**src/rtl/msg_rr_arb_pkg.sv**
```systemverilog
// Shared constants for the message round-robin arbiter: field widths,
// handshake levels and the arbiter state encoding.
package msg_rr_arb_pkg;

   localparam logic NS_ON  = 1'b1;
   localparam logic NS_OFF = 1'b0;

   localparam int NS_ADDRESS_SIZE = 8;
   localparam int NS_DATA_SIZE    = 16;
   localparam int NS_REDUN_SIZE   = 4;

   function automatic int msg_width(input int asz, input int dsz, input int rsz);
      return 2 * asz + dsz + rsz;
   endfunction

   localparam int MSZ = msg_width(NS_ADDRESS_SIZE, NS_DATA_SIZE, NS_REDUN_SIZE);

   typedef enum logic [1:0] {
      ST_INIT = 2'd0,
      ST_IDLE = 2'd1,
      ST_XFER = 2'd2
   } arb_st_t;

endpackage

```
**src/rtl/msg_rr_arb_rr_pick.sv**
```systemverilog
// Round-robin picker: first set bit of i_mask strictly after i_last,
// wrapping from NSRC-1 back to 0.
module rr_pick #(
   parameter int NSRC = 4,
   parameter int IDXW = $clog2(NSRC)
) (
   input  logic [NSRC-1:0] i_mask,
   input  logic [IDXW-1:0] i_last,
   output logic            o_valid,
   output logic [IDXW-1:0] o_idx
);

   logic [2*NSRC-1:0] w_dbl;
   logic [NSRC-1:0]   w_rot;
   logic [IDXW:0]     w_start;
   logic [IDXW:0]     w_enc;
   logic [IDXW:0]     w_sum;

   // NOTE: every variable gets a default before any conditional write, so no latch is inferred.
   always_comb begin
      w_start = {1'b0, i_last} + (IDXW+1)'(1);
      w_dbl   = {i_mask, i_mask} >> w_start;
      w_rot   = w_dbl[NSRC-1:0];
      o_valid = |w_rot;
      w_enc   = '0;
      for (int i = NSRC - 1; i >= 0; i--) begin
         if (w_rot[i]) w_enc = (IDXW+1)'(i);
      end
      // Undo the rotation; the sum is below 2*NSRC so one subtraction suffices.
      w_sum = w_start + w_enc;
      if (w_sum >= (IDXW+1)'(NSRC)) w_sum = w_sum - (IDXW+1)'(NSRC);
      o_idx = w_sum[IDXW-1:0];
   end

endmodule

```
**src/rtl/msg_rr_arb.sv**
```systemverilog
// NSRC:1 round-robin merge of four-phase message channels onto one snd
// channel; one message in flight, both handshakes finish before the next grant.
module msg_rr_arb
   import msg_rr_arb_pkg::*;
#(
   parameter int NSRC = 4,
   parameter int ASZ  = NS_ADDRESS_SIZE,
   parameter int DSZ  = NS_DATA_SIZE,
   parameter int RSZ  = NS_REDUN_SIZE,
   parameter int IDXW = $clog2(NSRC)
) (
   input  logic                i_clk,
   input  logic                reset,
   output logic                ready,
   input  logic [NSRC-1:0]     rcv_req,
   output logic [NSRC-1:0]     rcv_ack,
   input  logic [NSRC*ASZ-1:0] rcv_src,
   input  logic [NSRC*ASZ-1:0] rcv_dst,
   input  logic [NSRC*DSZ-1:0] rcv_dat,
   input  logic [NSRC*RSZ-1:0] rcv_red,
   output logic                snd_req,
   input  logic                snd_ack,
   output logic [ASZ-1:0]      snd_src,
   output logic [ASZ-1:0]      snd_dst,
   output logic [DSZ-1:0]      snd_dat,
   output logic [RSZ-1:0]      snd_red,
   output logic [IDXW-1:0]     grant
);

   localparam int MW = msg_width(ASZ, DSZ, RSZ);

   arb_st_t         r_state;
   logic            r_ready;
   logic            r_snd_req;
   logic [NSRC-1:0] r_rcv_ack;
   logic [IDXW-1:0] r_grant;
   logic [IDXW-1:0] r_last;
   logic [MW-1:0]   r_msg;
   logic            r_in_done;
   logic            r_out_done;

   logic [NSRC-1:0] w_mask;
   logic            w_pick_valid;
   logic [IDXW-1:0] w_pick_idx;
   logic [MW-1:0]   w_pick_msg;
   logic            w_in_done;
   logic            w_out_done;

   assign w_mask     = rcv_req & ~r_rcv_ack;
   assign w_pick_msg = {rcv_src[w_pick_idx*ASZ +: ASZ], rcv_dst[w_pick_idx*ASZ +: ASZ],
                        rcv_dat[w_pick_idx*DSZ +: DSZ], rcv_red[w_pick_idx*RSZ +: RSZ]};

   // Output side is done once snd_req has already dropped and the ack follows it down.
   assign w_in_done  = r_in_done | ~rcv_req[r_grant];
   assign w_out_done = r_out_done | (~r_snd_req & ~snd_ack);

   rr_pick #(
      .NSRC (NSRC),
      .IDXW (IDXW)
   ) u_pick (
      .i_mask  (w_mask),
      .i_last  (r_last),
      .o_valid (w_pick_valid),
      .o_idx   (w_pick_idx)
   );

   // NOTE: state updates use <= so every branch reads the pre-edge values.
   always_ff @(posedge i_clk) begin
      if (reset) begin
         r_state    <= ST_INIT;
         r_ready    <= NS_OFF;
         r_snd_req  <= NS_OFF;
         r_rcv_ack  <= '0;
         r_grant    <= '0;
         r_last     <= IDXW'(NSRC - 1);
         r_msg      <= '0;
         r_in_done  <= NS_OFF;
         r_out_done <= NS_OFF;
      end else begin
         case (r_state)
            ST_INIT: begin
               r_ready <= NS_ON;
               r_state <= ST_IDLE;
            end
            ST_IDLE: begin
               if (!snd_ack && w_pick_valid) begin
                  r_msg      <= w_pick_msg;
                  r_grant    <= w_pick_idx;
                  r_last     <= w_pick_idx;
                  r_snd_req  <= NS_ON;
                  r_rcv_ack  <= NSRC'(1) << w_pick_idx;
                  r_in_done  <= NS_OFF;
                  r_out_done <= NS_OFF;
                  r_state    <= ST_XFER;
               end
            end
            ST_XFER: begin
               if (!rcv_req[r_grant]) r_rcv_ack[r_grant] <= NS_OFF;
               if (r_snd_req && snd_ack) r_snd_req <= NS_OFF;
               r_in_done  <= w_in_done;
               r_out_done <= w_out_done;
               if (w_in_done && w_out_done) r_state <= ST_IDLE;
            end
            default: r_state <= ST_INIT;
         endcase
      end
   end

   assign ready   = r_ready;
   assign snd_req = r_snd_req;
   assign rcv_ack = r_rcv_ack;
   assign grant   = r_grant;
   assign {snd_src, snd_dst, snd_dat, snd_red} = r_msg;

endmodule

```
**config.mk**
```make
export PLATFORM = sky130hd
export DESIGN_NAME = msg_rr_arb
export DESIGN_NICKNAME = d
export VERILOG_FILES = /design/src/rtl/msg_rr_arb_pkg.sv /design/src/rtl/msg_rr_arb_rr_pick.sv /design/src/rtl/msg_rr_arb.sv
export SDC_FILE = /design/constraint.sdc
export NUM_CORES = 1
export LEC_CHECK = 0
export BUFFER_PORTS_ARGS = -buffer_cell sky130_fd_sc_hd__buf_2
export CAP_MARGIN = 20
export CORE_ASPECT_RATIO = 0.8
export CORE_MARGIN = 2
export CORE_UTILIZATION = 46
export CTS_BUF_LIST = sky130_fd_sc_hd__clkbuf_4 sky130_fd_sc_hd__clkbuf_8
export CTS_CLUSTER_SIZE = 12
export DETAILED_ROUTE_END_ITERATION = 16
export MAX_ROUTING_LAYER = met4
export PLACE_DENSITY = 0.88
export SKIP_LAST_GASP = 1
export SYNTH_ARGS = -nofsm -noshare
export SYNTH_HDL_FRONTEND = slang
export SYNTH_SLANG_ARGS = --single-unit
```
**constraint.sdc**
```tcl
create_clock -name i_clk -period 3.7 [get_ports i_clk]
set_input_delay 0.74 -clock i_clk [delete_from_list [all_inputs] [get_ports i_clk]]
set_output_delay 0.74 -clock i_clk [all_outputs]
set_load 0.03 [all_outputs]
```
Word-level counts from Yosys, hierarchy flattened. Index checks and enable logic that the tools add are counted.

Latch bits: 0. Memory bits (writable): 0. Bits of input ports: 151. Logic and storage cells: 71. Memories: 0. Flip-flop bits (word level): 50. Memory bits (read-only): 0.

Divide/modulo/power cells: 0. Eq/ne operators: 6. Bitwise operators: 10. Muxes and demuxes: 21. Reductions and logical operators: 13. $add $sub $neg: 3. Multipliers: 0. Shifts and indexed selects: 6. Order comparisons: 3.

Operators by type and width (number): variable part select 32 x 6 -> 8 bit (2); variable part select 64 x 7 -> 16 bit (1); variable part select 16 x 5 -> 4 bit (1); two-way mux 2 bit (7); AND 4 bit (2); two-way mux 4 bit (2); inequality test 2 bit, second input constant (4); NOT 4 bit (2); case mux 4 bit (2 select lines) (1); >> shifter 8 x 3 -> 4 bit (1); case mux 1 bit (2 select lines) (3); case mux 2 bit (3 select lines) (1); AND reduction 2 bit (3); AND reduction 3 bit (2); two-way mux 1 bit (5); logical AND 1 bit (4); OR reduction 4 bit (1); << shifter 1 x 2 -> 4 bit, first input constant (1); adder 2 x 1 -> 3 bit, second input constant (1); adder 3 x 2 -> 3 bit (1); greater-or-equal comparator 3 bit, second input constant (1); less-than comparator 2 x 3 -> 1 bit, second input constant (1); NOT 1 bit (3); binary-select mux 1 bit (select 2 bit) (1); other kinds (10) (11).

Depth between registers and ports, before layout. Gate-level depths: netlist (run 1).

Word-level depth: 13. Mapped depth: 12.

Modules after synthesis. Synthesis (run 1) repeated with hierarchy kept, for this count alone.

Cell total of the unflattened synthesis: 302. Area total of the unflattened synthesis: 2919.0 um2.

Modules (own cells, without submodules): msg_rr_arb (instances 1, area each 2743.9 um2, cells an instance 276); rr_pick (instances 1, area each 175.2 um2, cells an instance 26).

Worst setup path before layout (run 1). OpenSTA, ideal clock, no wires.

Path kind: in2reg. Start: input rcv_req[2]. End: register r_msg[17]. Required time: 3.562 ns. Setup time: 0.138 ns. Stages: 11. Arrival: 2.429 ns. Setup slack: 1.133 ns. Cell sequence: nor2b_1 -> a21oi_1 -> nor2_1 -> o21ai_0 -> a21oi_1 -> ha_1 -> xnor2_2 -> buf_6 -> buf_6 -> mux2i_1 -> o221ai_1.

Word-level cells in the longest chain between the ends: 10. Elaborated cells on any way between the ends: 14.

Ends and longest elaborated chain: from (decl) (line msg_rr_arb.sv:15) `input logic [NSRC-1:0] rcv_req,`; AND 4 bit (*) (line msg_rr_arb.sv:49) `assign w_mask = rcv_req & ~r_rcv_ack;`; >> shifter 8 x 3 -> 4 bit (*) (line msg_rr_arb_rr_pick.sv:22) `w_dbl = {i_mask, i_mask} >> w_start;`; two-way mux 2 bit (4 in series) (line msg_rr_arb_rr_pick.sv:27) `if (w_rot[i]) w_enc = (IDXW+1)'(i);`; adder 3 x 2 -> 3 bit (line msg_rr_arb_rr_pick.sv:30) `w_sum = w_start + w_enc;`; greater-or-equal comparator 3 bit or subtractor 2 x 1 -> 2 bit (tied branches) (line msg_rr_arb_rr_pick.sv:31) `if (w_sum >= (IDXW+1)'(NSRC)) w_sum = w_sum - (IDXW+1)'(NSRC);`; two-way mux 2 bit (line msg_rr_arb_rr_pick.sv:31); variable part select 64 x 7 -> 16 bit (line msg_rr_arb.sv:51) `rcv_dat[w_pick_idx*DSZ +: DSZ], rcv_red[w_pick_idx*RSZ +: RSZ]};`; to (signal assigned) (line msg_rr_arb.sv:87) `r_msg <= w_pick_msg;`; to (decl) (line msg_rr_arb.sv:38) `logic [MW-1:0] r_msg;`.

Every way passes the cells marked *; elsewhere a longest branch is shown, timed or not. A chain may end at the register's enable or synchronous reset.

Final worst setup path (run 1).
Start: input rcv_req[2]. End: register r_msg[15].

Same word-level chain as after synthesis.

==> results of run 1 <==
## power breakdown
part | total, mW | internal [mW] | switching (mW)
combinational | 0.665 | 0.296 | 0.369
sequential | 0.630 | 0.593 | 0.0371
clock | 0.307 | 0.145 | 0.161
total | 1.60 | 1.03 | 0.568
## how the worst max path moves through the flow
stage	start	end	slack (ps)	depth (start not counted)
after CTS	rcv_req[2]	r_msg[15]$_SDFFE_PP0P_	810	11
after floorplan	rcv_req[2]	r_msg[17]$_SDFFE_PP0P_	1130	11
after global routing	r_last[0]$_SDFFE_PP1P_	r_msg[15]$_SDFFE_PP0P_	610	10
after global placement	rcv_req[1]	r_msg[9]$_SDFFE_PP0P_	650	11
final	rcv_req[2]	r_msg[15]$_SDFFE_PP0P_	780	11
after detailed placement	rcv_req[2]	r_msg[15]$_SDFFE_PP0P_	500	11
## kinds of logic (layout without fill, tap and decap cells)
family	count (synthesis)	in the layout	share of synthesized area
XOR/XNOR	1	1	0.00574
AO/OA/AOI/OAI	62	62	0.176
multiplexers	75	75	0.269
buffers and inverters	30	215	0.0591
adder cells (fa/ha/maj)	3	3	0.0128
flip-flops	50	50	0.353
AND/OR/NAND/NOR	75	75	0.124
## metrics by stage
stage          worst slack, ps  cell area, sq um  power (mW)  hold slack [ps]  utilization
2_1_floorplan             1130              2840        1.12              441            -
3_3_place_gp               650              3860        1.29              439        0.649
3_5_place_dp               498              3860        1.31              444        0.649
4_1_cts                    814              3940        1.62              468        0.663
5_1_grt                    611              3940        1.70              491        0.663
6_report                   776              3940        1.60              461        0.663
## routing by layer
layer  track usage  vias up  part of all wire
met5             -        -                 0
met3        0.0456        9             0.073
li1              -     1467                 -
met2         0.444      150              0.52
met1         0.274     1408              0.40
met4        0.0614        0            0.0088
## layout make-up
type	instances	area, sq um	share of cell area
Multi-Input combinational cell	216	1680	0.426
Timing Repair Buffer	201	1050	0.266
Sequential cell	50	1000	0.254
Tap cell	81	101	0.0257
Clock buffer	7	83.8	0.0213
Inverter	7	26.3	0.00667
## Yosys cell counts, types with 2 or more instances
cell | n | area, sq um
a211o_1 | 2 | 17.5
a21oi_1 | 11 | 55.1
buf_2 | 2 | 10.0
buf_4 | 4 | 30.0
buf_6 | 2 | 22.5
buf_8 | 2 | 30.0
clkbuf_1 | 12 | 45.0
dfxtp_1 | 50 | 1000
ha_1 | 2 | 25.0
inv_1 | 6 | 22.5
mux2i_1 | 74 | 741
nand2_1 | 41 | 154
nand2b_1 | 3 | 18.8
nand3b_1 | 3 | 22.5
nor2_1 | 15 | 56.3
nor2b_1 | 7 | 43.8
nor3b_2 | 3 | 37.5
o21a_1 | 2 | 15.0
o21ai_0 | 2 | 10.0
o21ai_1 | 2 | 10.0
o221ai_1 | 36 | 315
o32ai_1 | 3 | 26.3
## worst max-delay path, stage by stage
cell and delay [ps]:
buf_2 90, nor2b_1 250, a21bo_2 180, nand2_1 60, o21ai_0 90, a21oi_1 120, ha_1 260, xnor2_4 530
buf_12 300, mux2i_1 300, o221ai_1 140
## flip-flops by register name, summed over array words and instances (netlist names)
name / cells
r_state: 2
snd_req: 1
r_in_done: 1
rcv_ack: 4
grant: 2
r_last: 2
r_msg: 36
ready: 1
r_out_done: 1
==> results.cfg, run 1 <==
[synthesis]
synth_edf_count = 0
ys_ff_latch = 50
syn_nets = 449
synthesis.area_sq_um = 2840
synth.distinct_cells = 34
synth_area_per_cell_sq_um = 9.58
ys.flop_type = dfxtp_1
synth-seq-area-share = 0.353
async_flop_share = 0
syn_inst = 296
ys_warn_count = 0

[placed_design]
placedCellCount = 555
dp_hpwl_um = 6570
port_buffers = 194
globalplace.congestion = 0.902

[sta]
setup_violations = 0
fin_worst_skew_ps = 8.72
finalCriticalPeriod_ps = 2920
hold_viol = 0
slew_viol_final = 0
slew_headroom = 0.471
fin_setup_tns_ps = 0
worst_pin_slew_ps = 793
grt_setup_unrepaired = false
fmax_ghz = 0.342
min_period_over_period = 0.790

[detailed_routing]
vias_per_cell = 5.40
post-route-drc-count = 0
firstDrtPassIters = 4
wl_per_cell_um = 15.0
drtIter0Drc = 87
ant_nets = 0
vias = 3034
drt-total-wl_um = 8440

[pwr]
ir_worst_vdd_uv = 223
power.leakage_nw = 1.93
p_per_area_nw_per_um2 = 407

[critical_path]
r2r_cells = 10
reg2reg_slack_ps = 820
timing.rr.start = r_last[0]$_SDFFE_PP1P_
critPathCaptureType = flip-flop
startpoint_type = input port
r2r-end = r_msg[15]$_SDFFE_PP0P_
critPathArrivalTime_ps = 3080
required_ps = 3860
path_class = in -> reg
critPathMaxFanout = 33

[layout]
fin_cells = 562
drive_above_1_share = 0.453
area_delta_synth_final_pct = 38.9
fillerInstances = 492
num_antenna_cells = 0
final_common_cell = buf_2
layout_common_cells = buf_2, mux2i_1, dfxtp_1
nNetsFinal = 634

[cts]
cts_htree_levels = 2
clock_latency_ps = 290
cts_root_buffer = clkbuf_8
hold_buffers = 0
cts_buffers = 5
post_cts_resized = 0
cts_sinks = 50
cts_tree = done
clockBufferDepth = 2
cts_setup_buffers = 0
cts.reportedPaths.clkPinSlew_ps = 80

[outcome]
status = complete, no violations

[global_route]
antenna_found_initial = 0
grt_max_degree = 39
grt_pass1_vias = 2854
grt_pass1_wl_um = 12800
globalRoute.totalOverflow = 0
gr-usage-all-layers = 0.241

[min_path]
hold_path_depth = 2
hold_path_class = reg -> reg
hp-start = r_msg[5]$_SDFFE_PP0P_
min_to = r_msg[5]$_SDFFE_PP0P_

[die]
coreArea_sq_um = 5940
std_cell_rows = 25
die_w_um = 91.8
initial_core_util = 0.477
die_height_um = 74.2
io_pins = 195
die_area_sq_um = 6810

[job]
cap_violations = 0
No activity file was read; power rests on OpenSTA's default activity.
==> run 2, diff against run 1 <==
--- a/config.mk
+++ b/config.mk
@@ -9,12 +9,12 @@
 export CAP_MARGIN = 20
 export CORE_ASPECT_RATIO = 0.8
 export CORE_MARGIN = 2
-export CORE_UTILIZATION = 46
+export CORE_UTILIZATION = 43
 export CTS_BUF_LIST = sky130_fd_sc_hd__clkbuf_4 sky130_fd_sc_hd__clkbuf_8
 export CTS_CLUSTER_SIZE = 12
 export DETAILED_ROUTE_END_ITERATION = 16
 export MAX_ROUTING_LAYER = met4
-export PLACE_DENSITY = 0.88
+export PLACE_DENSITY = 0.83
 export SKIP_LAST_GASP = 1
 export SYNTH_ARGS = -nofsm -noshare
 export SYNTH_HDL_FRONTEND = slang
==> constraint.sdc (replaced) <==
create_clock -name i_clk -period 2.9 [get_ports i_clk]
set_input_delay 0.58 -clock i_clk [delete_from_list [all_inputs] [get_ports i_clk]]
set_output_delay 0.58 -clock i_clk [all_outputs]
set_load 0.03 [all_outputs]
==> run 2 against run 1 <==
Net effect: combinational power up 31%; core utilization down 3.7 points; cell area up 1.3%; clock skew about the same; total power up 30%; non-clock buffer count up 3; via count down 1.6%; largest power group unchanged; final cell count up 1.2%.
==> results.cfg, run 2 (synthesized netlist as in run 1, its figures left out) <==
[placed_design]
globalplace.congestion = 0.850
port_buffers = 194
dp_hpwl_um = 6600
place_ws_ps = 158

[cts]
cts_sinks = 50
clockBufferDepth = 2
cts_buffers = 5
cts_tree = done
clock_latency_ps = 290
post_cts_resized = 0
cts.reportedPaths.clkPinSlew_ps = 90
hold_buffers = 0
cts_setup_buffers = 0
cts_root_buffer = clkbuf_8
cts_htree_levels = 2

[die]
die_area_sq_um = 7270
die_height_um = 76.6
initial_core_util = 0.445
io_pins = 195
coreArea_sq_um = 6380
die_w_um = 94.8
std_cell_rows = 26

[detailed_routing]
firstDrtPassIters = 4
ant_nets = 0
drtIter0Drc = 101
vias_per_cell = 5.25
post-route-drc-count = 0
vias = 2986
wl_per_cell_um = 14.5
drt-total-wl_um = 8250

[layout]
nNetsFinal = 637
layout_common_cells = buf_2, mux2i_1, dfxtp_1
final_common_cell = buf_2
largest_reg_flops = 36
num_antenna_cells = 0
drive_above_1_share = 0.458
top_register = r_msg
area_delta_synth_final_pct = 40.7

[pwr]
p_total_mw = 2.09
p_per_area_nw_per_um2 = 523
power.leakage_nw = 1.95
ir_worst_vdd_uv = 275

[min_path]
hold_path_class = reg -> reg
hp-start = r_msg[0]$_SDFFE_PP0P_
min_to = r_msg[0]$_SDFFE_PP0P_
hold_path_depth = 2

[critical_path]
critPathArrivalTime_ps = 2750
required_ps = 3060
path_class = reg -> reg
r2r_cells = 10
critPathMaxFanout = 23
r2r-end = r_msg[29]$_SDFFE_PP0P_
reg2reg_slack_ps = 310
critPathCaptureType = flip-flop
startpoint_type = flip-flop
timing.rr.start = r_last[0]$_SDFFE_PP1P_

[global_route]
antenna_found_initial = 0
globalRoute.totalOverflow = 0
grt_max_degree = 32
gr-usage-all-layers = 0.220
grt_pass1_vias = 2909
grt_pass1_wl_um = 12600

[sta]
setup_violations = 0
grt_setup_unrepaired = false
hold_viol = 0
fmax_ghz = 0.386
slew_viol_final = 0
fin_setup_tns_ps = 0
min_period_over_period = 0.893
finalCriticalPeriod_ps = 2590
slew_headroom = 0.614
worst_pin_slew_ps = 579
fin_worst_skew_ps = 8.95
setup_ws_ps = 312

[outcome]
status = complete, no violations

[job]
cap_violations = 0
run 2: power breakdown:
group / leakage [nW] / total [mW] / internal [mW] / switching, mW
combinational: 1.50 / 0.868 / 0.392 / 0.476
clock: 0.0472 / 0.418 / 0.192 / 0.226
sequential: 0.408 / 0.801 / 0.757 / 0.0448
total: 1.95 / 2.09 / 1.34 / 0.746
run 2: how the worst max path moves through the flow:
| stage | startpoint | end | slack (ps) | depth (start not counted) |
|---|---|---|---|---|
| after floorplan | rcv_req[2] | r_msg[17]$_SDFFE_PP0P_ | 490 | 11 |
| after global placement | rcv_req[2] | r_msg[29]$_SDFFE_PP0P_ | 180 | 11 |
| after detailed placement | rcv_req[2] | r_msg[29]$_SDFFE_PP0P_ | 160 | 11 |
| after CTS | r_last[0]$_SDFFE_PP1P_ | r_msg[29]$_SDFFE_PP0P_ | 300 | 10 |
| after global routing | r_last[0]$_SDFFE_PP1P_ | r_msg[15]$_SDFFE_PP0P_ | 150 | 10 |
| final | r_last[0]$_SDFFE_PP1P_ | r_msg[29]$_SDFFE_PP0P_ | 310 | 10 |
run 2: layer usage:
layer / global-route usage / wire (um) / vias to the layer above / share of wire
li1: - / - / 1474 / -
met1: 0.241 / 3300 / 1366 / 0.40
met2: 0.401 / 4230 / 140 / 0.51
met5: - / 0 / - / 0
met4: 0.0580 / 76 / 0 / 0.0092
met3: 0.0425 / 645 / 6 / 0.078
run 2: through the flow:
step           hold slack, ps  cells  utilization  area (sq um)
2_1_floorplan             441    296            -          2840
3_3_place_gp              440    561        0.611          3890
3_5_place_dp              441    561        0.611          3890
4_1_cts                   466    569        0.626          3990
5_1_grt                   488    569        0.626          3990
6_report                  462    569        0.626          3990
run 2: critical path, stage by stage (launching register included):
cell and delay, ps:
dfxtp_1 560, inv_1 150, a21bo_2 210, nand2_1 80, o21ai_0 80, a21oi_1 210
ha_1 280, xnor2_4 190, buf_12 240, mux2i_1 290, o221ai_1 170
run 2: layout make-up:
cell class	instances	area [sq um]
clock buffer	6	82.6
clock inverter	2	12.5
fill	573	2390
inverter	7	26.3
multi-input combinational	216	1680
sequential	50	1000
tap	84	105
timing repair buffer	204	1080
